**src/rtl/red_der_izq_if.sv**
```systemverilog
// red_der_izq_if
//  Request/response bundle for the serial LSB-first comparison network.
//  master (stimulus side): drives start, a_p, b_p, x_p; reads busy, done, Z.
//  slave  (red_der_izq):   reads the request fields; drives busy, done, Z.
//  N is the operand MSB index: operands are N+1 bits, x_p is N bits wide.
interface red_der_izq_if #(
  parameter int N = 4
);
  logic         start;
  logic [N:0]   a_p;
  logic [N:0]   b_p;
  logic [N-1:0] x_p;
  logic         busy;
  logic         done;
  logic         Z;

  modport master (
    output start, a_p, b_p, x_p,
    input  busy, done, Z
  );

  modport slave (
    input  start, a_p, b_p, x_p,
    output busy, done, Z
  );
endinterface

```
**src/rtl/red_der_izq.sv**
```systemverilog
// red_der_izq
//  Serial right-to-left comparison of two (N+1)-bit words, one bit cell per
//  clock. A 2-bit relation (EQ/GT/LT) is carried from bit 0 up to bit N and
//  reduced to a single predicate bit Z according to the captured mode.
//  Ports:
//    clk        rising-edge clock
//    reset      asynchronous, active-high reset
//    bus.start  request a comparison; only honoured while idle
//    bus.a_p    operand A, captured when start is accepted
//    bus.b_p    operand B, captured when start is accepted
//    bus.x_p    [1:0] initial relation (11 loads as EQ), [3:2] output mode;
//               higher bits ignored. Requires N >= 4.
//    bus.busy   high while bit cells are being evaluated
//    bus.done   one-cycle pulse when Z is updated
//    bus.Z      registered result, held until the next done
module red_der_izq #(
  parameter int N = 4
) (
  input logic          clk,
  input logic          reset,
  red_der_izq_if.slave bus
);
  localparam int IW = $clog2(N + 1);

  typedef enum logic { IDLE, RUN } stateT;

  typedef enum logic [1:0] {
    REL_EQ = 2'b00,
    REL_GT = 2'b01,
    REL_LT = 2'b10
  } relT;

  stateT         state,    stateNext;
  relT           rel,      relNext;
  logic [N:0]    aReg,     aNext;
  logic [N:0]    bReg,     bNext;
  logic [1:0]    modeReg,  modeNext;
  logic [IW-1:0] idx,      idxNext;
  logic          busyReg,  busyNext;
  logic          doneReg,  doneNext;
  logic          zReg,     zNext;

  // Reduce the final relation to the selected predicate.
  function automatic logic evalMode(input logic [1:0] mode, input relT r);
    case (mode)
      2'b00:   return r == REL_GT;
      2'b01:   return r == REL_LT;
      2'b10:   return r == REL_EQ;
      default: return r != REL_EQ;
    endcase
  endfunction

  always_comb begin
    // NOTE: every signal gets a default before the case so no path leaves it
    // unassigned; otherwise synthesis infers a latch to hold the old value.
    stateNext = state;
    relNext   = rel;
    aNext     = aReg;
    bNext     = bReg;
    modeNext  = modeReg;
    idxNext   = idx;
    busyNext  = busyReg;
    doneNext  = 1'b0;
    zNext     = zReg;

    case (state)
      IDLE: begin
        if (bus.start) begin
          aNext     = bus.a_p;
          bNext     = bus.b_p;
          modeNext  = bus.x_p[3:2];
          relNext   = (bus.x_p[1:0] == 2'b11) ? REL_EQ : relT'(bus.x_p[1:0]);
          idxNext   = '0;
          busyNext  = 1'b1;
          stateNext = RUN;
        end
      end

      RUN: begin
        // Later (more significant) cells overwrite the relation, so the
        // highest differing bit decides; equal bits pass the relation through.
        if (aReg[idx] && !bReg[idx]) begin
          relNext = REL_GT;
        end else if (!aReg[idx] && bReg[idx]) begin
          relNext = REL_LT;
        end
        idxNext = idx + 1'b1;

        if (idx == IW'(N)) begin
          // Z uses the relation including this last cell, not the stale one.
          zNext     = evalMode(modeReg, relNext);
          doneNext  = 1'b1;
          busyNext  = 1'b0;
          idxNext   = '0;
          stateNext = IDLE;
        end
      end

      default: stateNext = IDLE;
    endcase
  end

  // NOTE: sequential state uses non-blocking assignments so every register
  // samples the pre-edge values, independent of statement order.
  always_ff @(posedge clk or posedge reset) begin
    if (reset) begin
      state   <= IDLE;
      rel     <= REL_EQ;
      aReg    <= '0;
      bReg    <= '0;
      modeReg <= '0;
      idx     <= '0;
      busyReg <= 1'b0;
      doneReg <= 1'b0;
      zReg    <= 1'b0;
    end else begin
      state   <= stateNext;
      rel     <= relNext;
      aReg    <= aNext;
      bReg    <= bNext;
      modeReg <= modeNext;
      idx     <= idxNext;
      busyReg <= busyNext;
      doneReg <= doneNext;
      zReg    <= zNext;
    end
  end

  assign bus.busy = busyReg;
  assign bus.done = doneReg;
  assign bus.Z    = zReg;
endmodule

```
**src/flat_wrapper.sv**
```systemverilog
// flat-port wrapper written by rule: the top's interface ports become plain ports
module red_der_izq_flat 
#(
  parameter int N = 4
)
  (clk, reset, bus_start, bus_a_p, bus_b_p, bus_x_p, bus_busy, bus_done, bus_Z);
  red_der_izq_if #(.N(N)) bus_i ();
  input logic clk;
  input logic reset;
  input wire logic [$bits(bus_i.start)-1:0] bus_start;
  input wire logic [$bits(bus_i.a_p)-1:0] bus_a_p;
  input wire logic [$bits(bus_i.b_p)-1:0] bus_b_p;
  input wire logic [$bits(bus_i.x_p)-1:0] bus_x_p;
  output wire logic [$bits(bus_i.busy)-1:0] bus_busy;
  output wire logic [$bits(bus_i.done)-1:0] bus_done;
  output wire logic [$bits(bus_i.Z)-1:0] bus_Z;
  assign bus_i.start = bus_start;
  assign bus_i.a_p = bus_a_p;
  assign bus_i.b_p = bus_b_p;
  assign bus_i.x_p = bus_x_p;
  assign bus_busy = bus_i.busy;
  assign bus_done = bus_i.done;
  assign bus_Z = bus_i.Z;
  red_der_izq #(.N(N)) u_core (.clk(clk), .reset(reset), .bus(bus_i));
endmodule
```
**config.mk**
```make
export PLATFORM = sky130hd
export DESIGN_NAME = red_der_izq_flat
export DESIGN_NICKNAME = d
export VERILOG_FILES = /design/src/rtl/red_der_izq_if.sv /design/src/rtl/red_der_izq.sv /design/src/flat_wrapper.sv
export SDC_FILE = /design/constraint.sdc
export NUM_CORES = 1
export LEC_CHECK = 0
export BUFFER_PORTS_ARGS = -buffer_cell sky130_fd_sc_hd__buf_2
export CORE_MARGIN = 1.5
export CORE_UTILIZATION = 35
export DETAILED_ROUTE_END_ITERATION = 10
export PLACE_DENSITY = 0.65
export SYNTH_ARGS = -nofsm -noshare
export SYNTH_HDL_FRONTEND = slang
export SYNTH_SLANG_ARGS = --single-unit
```
**constraint.sdc**
```tcl
create_clock -name clk -period 1.7 [get_ports clk]
set_clock_uncertainty 0.1 [all_clocks]
set_input_delay 0.085 -clock clk [delete_from_list [all_inputs] [get_ports clk]]
set_output_delay 0.085 -clock clk [all_outputs]
set_load 0.05 [all_outputs]
```
==> results of run 1 <==
## layout by cell type (no fill, tap or decap), drive strengths merged, types with 2 or more instances in the layout
cell type    count
buf             30
dfrtp           21
dlygate4sd3     15
mux2            12
nor2             6
nand2            5
o21ai            5
inv              4
clkbuf           4
nor2b            3
nand3            3
mux2i            3
a21oi            2
o211ai           2
ha               2
## worst paths after layout
path | start | to | slack (ns) | cells past startpoint
worst max-delay path | u_core.idx[1] | u_core.bus.Z | -0.12 | 6
worst min-delay path | bus_x_p[1] | u_core.rel[0] | 0.05 | 4
worst max register to register | u_core.idx[1] | u_core.bus.Z | -0.12 | 6
worst min register to register | u_core.aReg[2] | u_core.aReg[2] | 0.40 | 1
max in group asynchronous | reset | u_core.bReg[4] | 1.03 | 4
min in group asynchronous | reset | u_core.idx[0] | 0.23 | 4
## power groups by stage
stage,sequential [W],combinational [W],clock [W]
2_1_floorplan,0.000990,0.00106,0
3_3_place_gp,0.000979,0.00134,0
3_5_place_dp,0.000990,0.00138,0
4_1_cts,0.000977,0.00145,0.000250
5_1_grt,0.00102,0.00160,0.000271
6_report,0.000978,0.00145,0.000241
## what timing repair did
item	4_1_cts	5_1_grt
gates resized for setup	2	2
buffers inserted	2	0
setup endpoints to repair	2	3
hold endpoints to repair	35	0
pin swaps	1	1
hold buffers	15	0
## layer usage
layer  vias to the layer above  part of all wire  wire (um)
met5                         -                 0          0
met3                         0             0.031         64
met2                        15              0.52       1080
met4                         0                 0          0
met1                       418              0.45        938
li1                        427                 -          -
## sequential cells by signal, summed over array words and instances, names as in the netlist, 2 cells and up
signal,count
u_core.idx,3
u_core.rel,2
u_core.modeReg,2
u_core.bReg,5
u_core.aReg,5
## final cells by class
| cell class | count | share of cell area |
|---|---|---|
| Multi-Input combinational cell | 63 | 0.364 |
| Sequential cell | 21 | 0.352 |
| Timing Repair Buffer | 45 | 0.218 |
| Tap cell | 44 | 0.0366 |
| Clock buffer | 4 | 0.0175 |
| Inverter | 5 | 0.0125 |
## critical path, delay by kind of cell (launching register included)
kind,cells,cell delay (ns)
and+or+nand+nor,1,0.16
AOI/OAI and AO/OA,4,0.93
DFF,1,0.46
buffers and inverters,1,0.10
## stage by stage
stage / setup TNS [ns] / setup slack, ns / cell area [um^2] / hold WS, ns / total power (W)
3_3_place_gp: -0.0962 / -0.0962 / 1300 / 0.0220 / 0.00232
5_1_grt: -0.274 / -0.203 / 1510 / 0.0738 / 0.00289
2_1_floorplan: -0.0340 / -0.0340 / 1110 / -0.0385 / 0.00205
3_5_place_dp: -0.205 / -0.165 / 1300 / 0.0291 / 0.00237
6_report: -0.120 / -0.120 / 1510 / 0.0526 / 0.00267
4_1_cts: -0.138 / -0.124 / 1500 / 0.0507 / 0.00268
## synthesized netlist by cell type
master | n | share of area
a2111oi_4 | 1 | 0.025
a211oi_1 | 1 | 0.0068
a21o_1 | 1 | 0.0068
a21oi_1 | 2 | 0.0091
a2bb2oi_2 | 1 | 0.014
a311oi_1 | 1 | 0.0080
a31oi_1 | 1 | 0.0057
and2_4 | 1 | 0.0080
and3b_1 | 1 | 0.0080
buf_2 | 1 | 0.0045
buf_4 | 1 | 0.0068
buf_6 | 1 | 0.010
clkbuf_1 | 1 | 0.0034
clkinv_1 | 1 | 0.0034
dfrtp_1 | 21 | 0.48
ha_1 | 2 | 0.023
inv_1 | 3 | 0.010
inv_2 | 1 | 0.0034
mux2_1 | 3 | 0.031
mux2_2 | 9 | 0.092
mux2i_1 | 3 | 0.027
nand2_1 | 5 | 0.017
nand2b_1 | 1 | 0.0057
nand3_1 | 3 | 0.014
nand4_1 | 1 | 0.0057
nor2_1 | 5 | 0.017
nor2_4 | 1 | 0.010
nor2b_1 | 3 | 0.017
nor3b_1 | 1 | 0.0068
o2111ai_1 | 1 | 0.0080
o211ai_1 | 2 | 0.014
o21ai_0 | 4 | 0.018
o21ai_1 | 1 | 0.0045
o21bai_1 | 1 | 0.0068
o221ai_1 | 1 | 0.0080
o311ai_2 | 1 | 0.015
o31ai_1 | 1 | 0.0068
o32a_4 | 1 | 0.020
or2b_2 | 1 | 0.0080
or3_1 | 1 | 0.0057
xnor2_1 | 1 | 0.0080
## cells by family (layout without fill, tap and decap cells)
kind of cell             Yosys count  in the layout  synth area share
AO/OA/AOI/OAI                     21             21             0.176
XOR/XNOR                           1              1           0.00797
adder cells (fa/ha/maj)            2              2            0.0227
buffers and inverters              9             54            0.0421
flip-flops                        21             21             0.478
multiplexers                      15             15             0.150
AND/OR/NAND/NOR                   24             24             0.123
==> metrics, run 1 <==
actual slew at the worst max-slew pin=0.356 ns; M1 GR Usage=0.161; Final Hold Fails=0; total die area=3490 um^2; drt first pass iters=4; violated checks=setup timing; crit-path cells=inv_2 -> a21oi_1 -> o32a_4 -> and2_4 -> a2111oi_4 -> a2bb2oi_2; M3 GR Usage=0.0459; vias per std cell=4.73; fin cells=182; Post-DP HPWL=1.55 mm; Avg Synthesized Cell Area=11.8 um^2; initial antenna violation count=0; Die Height=59.1 um; min cycle time layout=1.82 ns; Slowest-stage cell, CP=dfrtp_2; Filler Cells Inserted=272; largest net degree at the start of global routing=22; dpl cells=161; IO buf count=19; clock sink total=21; P_int=0.00161 W; Period Utilization, post-route=1.07; First DRT Iteration DRCs=16; CP max FO=5; Yosys reg bits=21; Setup crit end kind=flip-flop; CTS tree=yes; Psw=0.00106 W; met2 usage=0.270; WP data required=1.85 ns; syn_nets=112; layout cells sized above 1=0.399; final worst slack=-0.120 ns; starting density of the core=0.363; register area share after synthesis=0.478; Total Wirelength=2.08 mm; final standard cell utilization of the core=0.497; drt wl/cell=11.4 um; core box area=3030 um^2; Gate power share=0.543; ANT nets after route=0; GRT Residual Overflow=0; min-delay worst type=input pin to flip-flop; GPL Wtd Cong=0.766; final setup fails=1; Ports=20; maximum clock path buffer count=2; diode count=0; Crit path arrival time=1.97 ns; busiest grt layer=met2; Mapped Cells=93; Sw Ratio=0.397; vias in the first global route=907; Synthesis Warnings=0; Clock Power Share=0.090; crit path kind=flip-flop to flip-flop; Skew-Pair Late Insertion Delay=0.31 ns; Clock Pin Slew Worst Setup and Hold Paths=0.13 ns; outcome=complete, but fails checks; Total GRT Usage=0.141; number of core rows=20; power density cells=1770 nW/um^2; worst slew margin relative to its limit=0.762; first-pass GRT wire length=3.71 mm; max incr delay on CP=0.46 ns; chip width=59.1 um; DRC=0; H-Tree Depth=1; Lkg Pwr=0.665 nW; RSZ-0062 raised after global routing=yes; clk root buf=clkbuf_4; Post-Syn Area=1100 um^2; P&R area growth vs syn=36.9%; CP startpoint kind=flip-flop; Multi-input gate area=548 um^2; nets=158; Max Cap Violations=0; count of pins over their slew limit=0; Vias=860; peak supply drop=0.863 mV; Netlist cell types=41; sequential share of power=0.367; Inserted Clock Buffers=3; maximum clock rate=549 MHz; flip-flop and latch area=529 um^2
Note: power is estimated with default switching activity, not from simulation.
==> run 2: changes to the inputs <==
--- a/config.mk
+++ b/config.mk
@@ -10,2 +10,3 @@
 export CORE_UTILIZATION = 35
+export CTS_CLUSTER_DIAMETER = 120
 export DETAILED_ROUTE_END_ITERATION = 10
==> constraint.sdc (replaced) <==
create_clock -name clk -period 1.7 [get_ports clk]
set_clock_uncertainty 0.1 [all_clocks]
set_input_delay 0.34 -clock clk [delete_from_list [all_inputs] [get_ports clk]]
set_output_delay 0.34 -clock clk [all_outputs]
set_load 0.05 [all_outputs]
==> run 2 against run 1 <==
Against the previous run: the run still ends with setup timing left; sequential share of layout area is 2.9 points higher; global-route usage is 0.51 points lower; wire length is 0.14% lower; count of clock-buffer cells in the layout stayed put; critical path type unchanged; largest cell class unchanged; highest routed layer unchanged.
==> metrics, run 2 (same netlist as run 1, synthesis figures left out) <==
Multi-input gate area=551 um^2; Final Hold Fails=0; Ports=20; vias per std cell=4.80; peak supply drop=0.780 mV; drt first pass iters=4; final setup fails=1; Total GRT Usage=0.136; Slowest-stage cell, CP=dfrtp_2; maximum clock path buffer count=2; Max Cap Violations=0; power density cells=1950 nW/um^2; CP max FO=5; met2 usage=0.238; CTS tree=yes; RSZ-0062 raised after global routing=yes; layout cells sized above 1=0.472; Die Height=59.1 um; Setup crit end kind=flip-flop; crit path kind=flip-flop to flip-flop; busiest grt layer=met2; Post-DP HPWL=1.55 mm; min-delay worst type=input pin to flip-flop; GRT Residual Overflow=0; IO buf count=19; Regs by FF count=u_core.aReg x5, u_core.bReg x5, u_core.idx x3; Crit path arrival time=1.94 ns; maximum clock rate=555 MHz; P_int=0.00163 W; min cycle time layout=1.80 ns; flop2flop setup slack=-0.10 ns; chip width=59.1 um; Total Wirelength=2.08 mm; worst slew margin relative to its limit=0.749; nets=147; Psw=0.00108 W; outcome=complete, but fails checks; actual slew at the worst max-slew pin=0.376 ns; count of pins over their slew limit=0; P&R area growth vs syn=26.4%; sequential share of power=0.361; diode count=0; Lkg Pwr=0.618 nW; clock sink total=21; Inserted Clock Buffers=3; DRC=0; starting density of the core=0.363; H-Tree Depth=1; Sw Ratio=0.398; core box area=3030 um^2; initial antenna violation count=0; post-placement cell area=1300 um^2; fin cells=171; violated checks=setup timing; first-pass GRT wire length=3.57 mm; vias in the first global route=832; most frequent cells in the layout=19 x buf_2, 18 x dfrtp_1, 14 x buf_4; Filler Cells Inserted=299; flip-flop and latch area=529 um^2; GPL Wtd Cong=0.786; Skew-Pair Late Insertion Delay=0.30 ns; max incr delay on CP=0.46 ns; final worst slack=-0.102 ns; commonest non-fill, non-tap cell in the layout=buf_2; drt wl/cell=12.2 um; number of core rows=20; First DRT Iteration DRCs=18; clk root buf=clkbuf_4; setup TNS=-0.102 ns; Clock Power Share=0.086; dpl cells=161; total power=0.00271 W; Clock Pin Slew Worst Setup and Hold Paths=0.12 ns; M1 GR Usage=0.163; Vias=821; WP data required=1.84 ns; M3 GR Usage=0.0480; largest net degree at the start of global routing=22; fin area=1390 um^2; ANT nets after route=0; crit-path cells=inv_2 -> a21oi_1 -> o32a_4 -> and2_4 -> a2111oi_4 -> a2bb2oi_2; Period Utilization, post-route=1.06; total die area=3490 um^2; Gate power share=0.552; CP startpoint kind=flip-flop
==> run 2: what timing repair did <==
action                                  CTS  global route
resized for setup                         2             4
hold endpoints to repair                 21             0
setup buffers                             3             2
hold buffers                              1             0
endpoints found under the setup margin    2             3
pin swaps                                 2             2
==> run 2: critical path: cells and delay by family (launching register included) <==
family                 cells  cell delay [ns]
buffers and inverters      1             0.09
AOI/OAI and AO/OA          4             0.94
and+or+nand+nor            1             0.16
DFF                        1             0.46
==> run 2: final cells by class <==
type                       instances  share of cell area
timing repair buffer              34               0.151
inverter                           5              0.0135
sequential                        21               0.381
tap                               44              0.0396
clock buffer                       4              0.0189
multi-input combinational         63               0.396
==> run 2: stage by stage <==
step	hold WS, ns	setup WS, ns	utilization
floorplan	0.216	-0.0340	-
global placement	0.278	-0.0956	0.430
detailed placement	0.283	-0.156	0.430
CTS	0.131	-0.104	0.450
global route	0.128	-0.147	0.459
finish	0.141	-0.102	0.459
==> run 2: worst paths after layout <==
| path | startpoint | endpoint | depth (start not counted) |
|---|---|---|---|
| setup / recovery | u_core.idx[1] | u_core.bus.Z | 6 |
| setup reg to reg | u_core.idx[1] | u_core.bus.Z | 6 |
| max in group asynchronous | reset | u_core.bReg[2] | 4 |
| hold reg to reg | u_core.bus.busy | u_core.bus.busy | 1 |
| min in group asynchronous | reset | u_core.idx[1] | 4 |
| hold / removal | bus_x_p[2] | u_core.modeReg[0] | 2 |
==> run 2: layer usage <==
| metal | routed length (um) | up-vias |
|---|---|---|
| met5 | 0 | - |
| met2 | 1020 | 18 |
| met1 | 989 | 397 |
| met3 | 67 | 0 |
| li1 | - | 406 |
| met4 | 0 | 0 |
==> run 2: power by group through the flow <==
stage | combinational (W) | clock, W | sequential [W]
after global routing | 0.00163 | 0.000275 | 0.00101
final | 0.00150 | 0.000234 | 0.000978
after CTS | 0.00145 | 0.000252 | 0.000972
after floorplan | 0.00106 | 0 | 0.000990
after global placement | 0.00134 | 0 | 0.000978
after detailed placement | 0.00138 | 0 | 0.000989
